<file path="config.mk">
export PLATFORM = sky130hd
export DESIGN_NAME = wavetable_osc
export DESIGN_NICKNAME = d
export VERILOG_FILES = /design/src/rtl/synth_pkg.sv /design/src/rtl/band_select.sv /design/src/rtl/wavetable_osc.sv
export SDC_FILE = /design/constraint.sdc
export NUM_CORES = 1
export LEC_CHECK = 0
export ABC_AREA = 1
export CORE_ASPECT_RATIO = 0.8
export CORE_MARGIN = 2
export CORE_UTILIZATION = 25
export CTS_CLUSTER_DIAMETER = 30
export CTS_CLUSTER_SIZE = 24
export DETAILED_ROUTE_END_ITERATION = 8
export GPL_ROUTABILITY_DRIVEN = 0
export PLACE_DENSITY_LB_ADDON = 0.3
export SYNTH_ARGS = -nofsm -noshare
export SYNTH_HDL_FRONTEND = slang
export SYNTH_SLANG_ARGS = --single-unit
</file>
<file path="constraint.sdc">
create_clock -name clk_i -period 8.8 [get_ports clk_i]
set_clock_uncertainty 0.15 [all_clocks]
set_input_delay 0.88 -clock clk_i [delete_from_list [all_inputs] [get_ports clk_i]]
set_output_delay 0.88 -clock clk_i [all_outputs]
set_load 0.1 [all_outputs]
</file>
<file path="src/rtl/synth_pkg.sv">
// synth_pkg
//   Constants and types shared by the synth voice datapath blocks
//   (wavetable ROM, oscillator, mixer).
//   - LUT_BITS / DATA_W / NUM_BANDS / NUM_WAVES : wavetable geometry
//   - wave_e   : waveform encoding used on every waveform-select bus
//   - sample_t : signed audio sample
package synth_pkg;

    localparam int LUT_BITS  = 10;
    localparam int DATA_W    = 24;
    localparam int NUM_BANDS = 22;
    localparam int NUM_WAVES = 4;

    typedef enum logic [1:0] {
        SQUARE   = 2'd0,
        SAW      = 2'd1,
        TRIANGLE = 2'd2,
        SINE     = 2'd3
    } wave_e;

    typedef logic signed [DATA_W-1:0] sample_t;

endpackage

</file>
<file path="src/rtl/band_select.sv">
// band_select
//   Picks the band-limited table for a tuning word. The band is the
//   position of the highest set bit of the tuning word, offset by
//   BAND_BASE and clamped to [0, NUM_BANDS-1]. A zero tuning word
//   maps to band 0. Purely combinational.
//   Ports:
//     phase_inc  in   PHASE_W  tuning word (unsigned)
//     band       out  BAND_W   selected band
module band_select #(
    parameter int  PHASE_W   = 32,
    parameter int  BAND_BASE = 10,
    parameter int  NUM_BANDS = 22,
    localparam int BAND_W    = $clog2(NUM_BANDS)
) (
    input  logic [PHASE_W-1:0] phase_inc,
    output logic [BAND_W-1:0]  band
);

    int msb;

    always_comb begin
        // NOTE: every variable written here gets a value before any branch,
        // otherwise the unassigned paths would infer latches.
        msb  = 0;
        band = '0;
        // Ascending scan: the last set bit seen is the highest one.
        for (int b = 0; b < PHASE_W; b++) begin
            if (phase_inc[b]) begin
                msb = b;
            end
        end
        if (msb <= BAND_BASE) begin
            band = '0;
        end else if (msb - BAND_BASE >= NUM_BANDS - 1) begin
            band = BAND_W'(NUM_BANDS - 1);
        end else begin
            band = BAND_W'(msb - BAND_BASE);
        end
    end

endmodule

</file>
<file path="src/rtl/wavetable_osc.sv">
// wavetable_osc
//   Phase-accumulating wavetable oscillator. On each sample tick it
//   snapshots the phase accumulator, reads two adjacent entries from the
//   registered wavetable ROM and emits one linearly interpolated sample.
//   Ports:
//     clk_i              in   1        system clock
//     rst_i              in   1        asynchronous active-high reset
//     sample_tick_i      in   1        sample-rate strobe
//     phase_inc_i        in   PHASE_W  tuning word
//     waveform_select_i  in   WAVE_W   waveform choice (wave_e)
//     lut_wave_o         out  WAVE_W   waveform to ROM (latched per read)
//     lut_band_o         out  BAND_W   band to ROM (latched per read)
//     lut_phase_o        out  LUT_BITS table index to ROM
//     lut_data_i         in   DATA_W   ROM data, one cycle after the index
//     sample_o           out  DATA_W   interpolated sample (signed)
//     sample_valid_o     out  1        one-cycle strobe, sample_o is new
//     overrun_o          out  1        sticky, tick arrived while busy
module wavetable_osc #(
    parameter int  LUT_BITS  = synth_pkg::LUT_BITS,
    parameter int  DATA_W    = synth_pkg::DATA_W,
    parameter int  NUM_WAVES = synth_pkg::NUM_WAVES,
    parameter int  NUM_BANDS = synth_pkg::NUM_BANDS,
    parameter int  PHASE_W   = 32,
    parameter int  FRAC_BITS = 8,
    parameter int  BAND_BASE = 10,
    localparam int WAVE_W    = $clog2(NUM_WAVES),
    localparam int BAND_W    = $clog2(NUM_BANDS)
) (
    input  logic                clk_i,
    input  logic                rst_i,
    input  logic                sample_tick_i,
    input  logic [PHASE_W-1:0]  phase_inc_i,
    input  logic [WAVE_W-1:0]   waveform_select_i,
    output logic [WAVE_W-1:0]   lut_wave_o,
    output logic [BAND_W-1:0]   lut_band_o,
    output logic [LUT_BITS-1:0] lut_phase_o,
    input  logic [DATA_W-1:0]   lut_data_i,
    output logic [DATA_W-1:0]   sample_o,
    output logic                sample_valid_o,
    output logic                overrun_o
);

    localparam int PROD_W = DATA_W + FRAC_BITS + 2;

    typedef enum logic [2:0] {
        IDLE   = 3'd0,
        ADDR0  = 3'd1,
        ADDR1  = 3'd2,
        CAP1   = 3'd3,
        INTERP = 3'd4
    } state_e;

    state_e state_q, state_d;

    logic [PHASE_W-1:0]       acc_q;
    logic [LUT_BITS-1:0]      idx_q;
    logic [FRAC_BITS-1:0]     frac_q;
    logic [WAVE_W-1:0]        wave_q;
    logic [BAND_W-1:0]        band_q;
    logic signed [DATA_W-1:0] s0_q, s1_q;

    logic [BAND_W-1:0]        band_raw;
    logic                     accept, busy_tick, cap0, cap1, do_interp, addr_next;
    logic signed [DATA_W:0]   diff;
    logic signed [PROD_W-1:0] prod;
    logic [DATA_W-1:0]        sample_next;

    band_select #(
        .PHASE_W   (PHASE_W),
        .BAND_BASE (BAND_BASE),
        .NUM_BANDS (NUM_BANDS)
    ) u_band_select (
        .phase_inc (phase_inc_i),
        .band      (band_raw)
    );

    // ---------------- FSM: state register ----------------
    always_ff @(posedge clk_i or posedge rst_i) begin
        if (rst_i) begin
            state_q <= IDLE;
        end else begin
            state_q <= state_d;
        end
    end

    // ---------------- FSM: next state ----------------
    always_comb begin
        state_d = state_q;
        unique case (state_q)
            IDLE:    if (sample_tick_i) state_d = ADDR0;
            ADDR0:   state_d = ADDR1;
            ADDR1:   state_d = CAP1;
            CAP1:    state_d = INTERP;
            INTERP:  state_d = IDLE;
            default: state_d = IDLE;
        endcase
    end

    // ---------------- FSM: control outputs ----------------
    always_comb begin
        accept    = 1'b0;
        cap0      = 1'b0;
        cap1      = 1'b0;
        do_interp = 1'b0;
        addr_next = 1'b0;
        unique case (state_q)
            IDLE:    accept = sample_tick_i;
            ADDR0:   ;
            ADDR1:   begin cap0 = 1'b1; addr_next = 1'b1; end
            CAP1:    cap1 = 1'b1;
            INTERP:  do_interp = 1'b1;
            default: ;
        endcase
        // A tick in INTERP also counts as busy: the FSM only becomes
        // idle after that edge.
        busy_tick = sample_tick_i && (state_q != IDLE);
    end

    // ROM address: index i while the first read is presented, i+1 (wrapping
    // at the table end) for the second.
    assign lut_phase_o = addr_next ? (idx_q + LUT_BITS'(1)) : idx_q;
    assign lut_wave_o  = wave_q;
    assign lut_band_o  = band_q;

    // Linear interpolation. The difference needs one extra bit and the
    // fraction is zero-extended so it multiplies as a positive value; the
    // arithmetic shift floors, so the result stays between s0 and s1 and
    // fits back into DATA_W.
    always_comb begin
        diff        = {s1_q[DATA_W-1], s1_q} - {s0_q[DATA_W-1], s0_q};
        prod        = PROD_W'(diff) * PROD_W'($signed({1'b0, frac_q}));
        sample_next = DATA_W'(prod >>> FRAC_BITS) + s0_q;
    end

    // ---------------- datapath ----------------
    // NOTE: sequential state uses non-blocking assignments so every register
    // samples the pre-edge values, independent of statement order.
    always_ff @(posedge clk_i or posedge rst_i) begin
        if (rst_i) begin
            acc_q          <= '0;
            idx_q          <= '0;
            frac_q         <= '0;
            wave_q         <= '0;
            band_q         <= '0;
            // NOTE: the sample holding registers are reset too; they are
            // only two words and this keeps sample_o fully defined.
            s0_q           <= '0;
            s1_q           <= '0;
            sample_o       <= '0;
            sample_valid_o <= 1'b0;
            overrun_o      <= 1'b0;
        end else begin
            sample_valid_o <= 1'b0;
            if (accept) begin
                acc_q  <= acc_q + phase_inc_i;
                idx_q  <= acc_q[PHASE_W-1 -: LUT_BITS];
                frac_q <= acc_q[PHASE_W-LUT_BITS-1 -: FRAC_BITS];
                wave_q <= waveform_select_i;
                // Sine has a single table, always band 0.
                band_q <= (waveform_select_i == WAVE_W'(synth_pkg::SINE)) ? '0 : band_raw;
            end
            if (cap0) begin
                s0_q <= lut_data_i;
            end
            if (cap1) begin
                s1_q <= lut_data_i;
            end
            if (do_interp) begin
                sample_o       <= sample_next;
                sample_valid_o <= 1'b1;
            end
            if (busy_tick) begin
                overrun_o <= 1'b1;
            end
        end
    end

endmodule

</file>
==> flow_summary_export.csv, run 1 <==
group,metric,value,unit
hold_path,hold-path-endpoint,"overrun_o$_DFFE_PP0P_",
setup_path,slowest_stage,"fa_1",
setup_path,worstPathRequired,8.92,ns
yosys,synth.top_cell.area_share,22.0,%
timing,fin_crit,8.32,ns
clock_tree,clockBufferDepth,2,
yosys,synth_nets,2315,
clock_tree,numCtsBuffers,17,
die,start_util,25.4,%
layout,syn_to_final_growth,20.5,%
clock_tree,hold_buffers,0,
clock_tree,clk_pin_slew_worst_paths,0.06,ns
timing,hold_slack,0.316,ns
die,die_w,280,µm
die,dieArea,62900,µm²
setup_path,crit_type,"flop to flop",
setup_path,rrSetupSlack,0.48,ns
die,core,60000,µm²
clock_tree,cts_tree,"done",
layout,final_net_count,2444,
yosys,synth_cell_types,47,
yosys,synthCells,1960,
detailed_routing,drt_iter0_markers,680,
yosys,async_reset_ff_share,100,%
global_route,grt_overflow,0,
global_route,grt_max_degree,77,
placed_design,place_area,17400,µm²
timing,hold_viol_final,0,
die,chipHeight,225,µm
yosys,ys_ff_latch,134,
layout,regArea,3350,µm²
global_route,grt_pass1_vias,12400,
timing,finalMaxSlewViolations,0,
timing,fmax,120,MHz
global_route,grt_first_pass_wirelength,68400,µm
timing,min_period_over_period,94.6,%
setup_path,r2r_cells,39,
job,maxCapViolCount,0,
timing,slew_headroom,28.2,%
clock_tree,cts_sinks,134,
layout,multi_input_area,10500,µm²
setup_path,crit_arrival,8.45,ns
detailed_routing,vias_per_cell,4.34,
detailed_routing,detail_route.wl_per_cell,14.5,µm
detailed_routing,routed_wl,41800,µm
placed_design,portBuffers,103,
global_route,antenna_found_initial,0,
hold_path,hold_path_startpoint,"overrun_o$_DFFE_PP0P_",
yosys,synth_top_cells_by_count,"446 x nand2_1, 403 x inv_1, 153 x fa_1",
detailed_routing,post-route-drc-count,0,
clock_tree,worstSkewPairLatency,0.43,ns
yosys,post-synth-top-area-cell,"dfrtp_1",
yosys,netlist_area,15200,µm²
timing,final-setup-viol-count,0,
layout,diodes,0,
setup_path,reg2reg_from,"s0_q[0]$_DFFE_PP0P_",
die,placementRows,80,
die,ios,104,
yosys,synth_area_leaders,"dfrtp_1 22%, fa_1 20%, ha_1 12%, nand2_1 11%, inv_1 9.9%",
yosys,ys.flop_type,"dfrtp_1",
yosys,syn_area_per_cell,7.77,µm²
yosys,synth_edf_count,0,
global_route,grt_use_total,13.7,%
setup_path,critPathLaunchType,"flop",
layout,drive_above_1_share,8.62,%
layout,fillers,6318,
setup_path,cp_max_fo,5,
hold_path,hold_class,"flop to flop",
setup_path,worstReg2RegEnd,"sample_o[20]$_DFFE_PP0P_",
yosys,yosys_warnings,0,
clock_tree,cts_root_buffer,"clkbuf_16",
yosys,synth.yosys.seq_area_share,22.0,%
yosys,yosysMostFrequentCell,"nand2_1",
setup_path,max_stage_delay,0.58,ns
timing,tightest_slew,1.07,ns
detailed_routing,drt_pass1_iterations,5,
clock_tree,cts_max_level,4,
placed_design,place_hpwl,33900,µm
setup_path,endpoint_kind,"flop",
outcome,status,"complete, no violations",
layout,final_cell_area,18300,µm²
detailed_routing,routed-via-count,12500,
detailed_routing,antenna_left,0,
hold_path,min_path_cells,1,
-- critical path, delay by kind of cell, from the launching register on --
kind                       cells  cell delay, ns
DFF                            1            0.40
adders and majority gates      8            3.16
xor gates and xnor gates       2            0.31
buffers and inverters          6            0.59
and+or+nand+nor                5            0.53
AOI/OAI and AO/OA             18            3.03
-- metal layers --
layer / global-route usage [%] / wire length [µm] / share of wire [%] / vias to the layer above
met4: 3.21 / 551 / 1.3 / 0
met5: 0 / 0 / 0 / -
met2: 19.8 / 17400 / 42 / 248
met3: 2.75 / 2380 / 5.7 / 27
li1: - / - / - / 6306
met1: 20.6 / 21500 / 51 / 5922
-- layout make-up --
class                           count  share of cell area (%)
Multi-Input combinational cell   1375                    57.4
Sequential cell                   134                    18.3
Inverter                          407                    8.36
Timing Repair Buffer              154                    7.71
Tap cell                          779                    5.32
Clock buffer                       26                    2.72
Clock inverter                      4                   0.246
-- state kept, by name (all words and copies together), names as in the netlist --
register	flops
frac_q	8
sample_o	24
idx_q	10
overrun_o	1
lut_wave_o	2
s1_q	24
s0_q	24
sample_valid_o	1
lut_band_o	5
state_q	3
acc_q	32
-- per-stage QoR --
| stage | TNS (ns) | utilization (%) | worst slack [ns] | std cells |
|---|---|---|---|---|
| detailed placement | 0 | 29.0 | 0.0263 | 2837 |
| global route | -0.201 | 30.6 | -0.0982 | 2879 |
| floorplan | 0 | - | 1.11 | 1960 |
| finish | 0 | 30.6 | 0.478 | 2879 |
| CTS | 0 | 29.9 | 0.120 | 2867 |
| global placement | 0 | 29.0 | 0.0376 | 2837 |
-- cell usage in the layout (no fill, tap or decap), drive strengths merged, types with 4 or more instances in the layout --
cell,netlist,routed
buf,3,51
nor3,14,14
fa,153,153
or2,17,17
o21bai,9,9
clkdlybuf4s50,0,103
o21ai,146,146
nor4,4,4
nand2,447,447
a21oi,107,107
nor2,148,148
xnor2,41,41
a31oi,20,20
nand3,29,29
o21a,6,6
xor2,52,52
o221ai,4,4
clkinv,3,6
a21boi,12,12
clkbuf,41,26
dfrtp,134,134
ha,141,141
inv,404,404
-- how the worst max path moves through the flow --
stage                                    from                  endpoint  slack (ns)
after global placement    s0_q[0]$_DFFE_PP0P_  sample_o[23]$_DFFE_PP0P_        0.04
after CTS                 s0_q[0]$_DFFE_PP0P_  sample_o[22]$_DFFE_PP0P_        0.12
after global routing      s0_q[0]$_DFFE_PP0P_  sample_o[22]$_DFFE_PP0P_        -0.1
after floorplan           s0_q[0]$_DFFE_PP0P_  sample_o[23]$_DFFE_PP0P_        1.11
after detailed placement  s0_q[0]$_DFFE_PP0P_  sample_o[22]$_DFFE_PP0P_        0.03
final                     s0_q[0]$_DFFE_PP0P_  sample_o[20]$_DFFE_PP0P_        0.48
-- logic make-up after synthesis --
logic type / synth area share (%)
flip-flops: 22.0
adder cells (fa/ha/maj): 31.7
XOR/XNOR: 5.45
AO/OA/AOI/OAI: 12.2
AND/OR/NAND/NOR: 17.4
buffers and inverters: 11.2
-- what timing repair did --
item / CTS / global route
endpoints found under the setup margin: 2 / 8
pin swaps: 0 / 25
resized for setup: 1 / 70
cloned: 0 / 0
buffers inserted: 0 / 12
Power of run 1 is left out: the tool's default activity adds up to more than one toggle a clock period on the data nets, which glitch-free logic cannot reach.
==> run 2: changes to the inputs <==
SKIP_CTS_REPAIR_TIMING = 1   (was not set)
==> results of run 2 <==
The final DEF is identical to that of run 1; final timing and power are the same.
Power of run 2 is left out for the same reason.
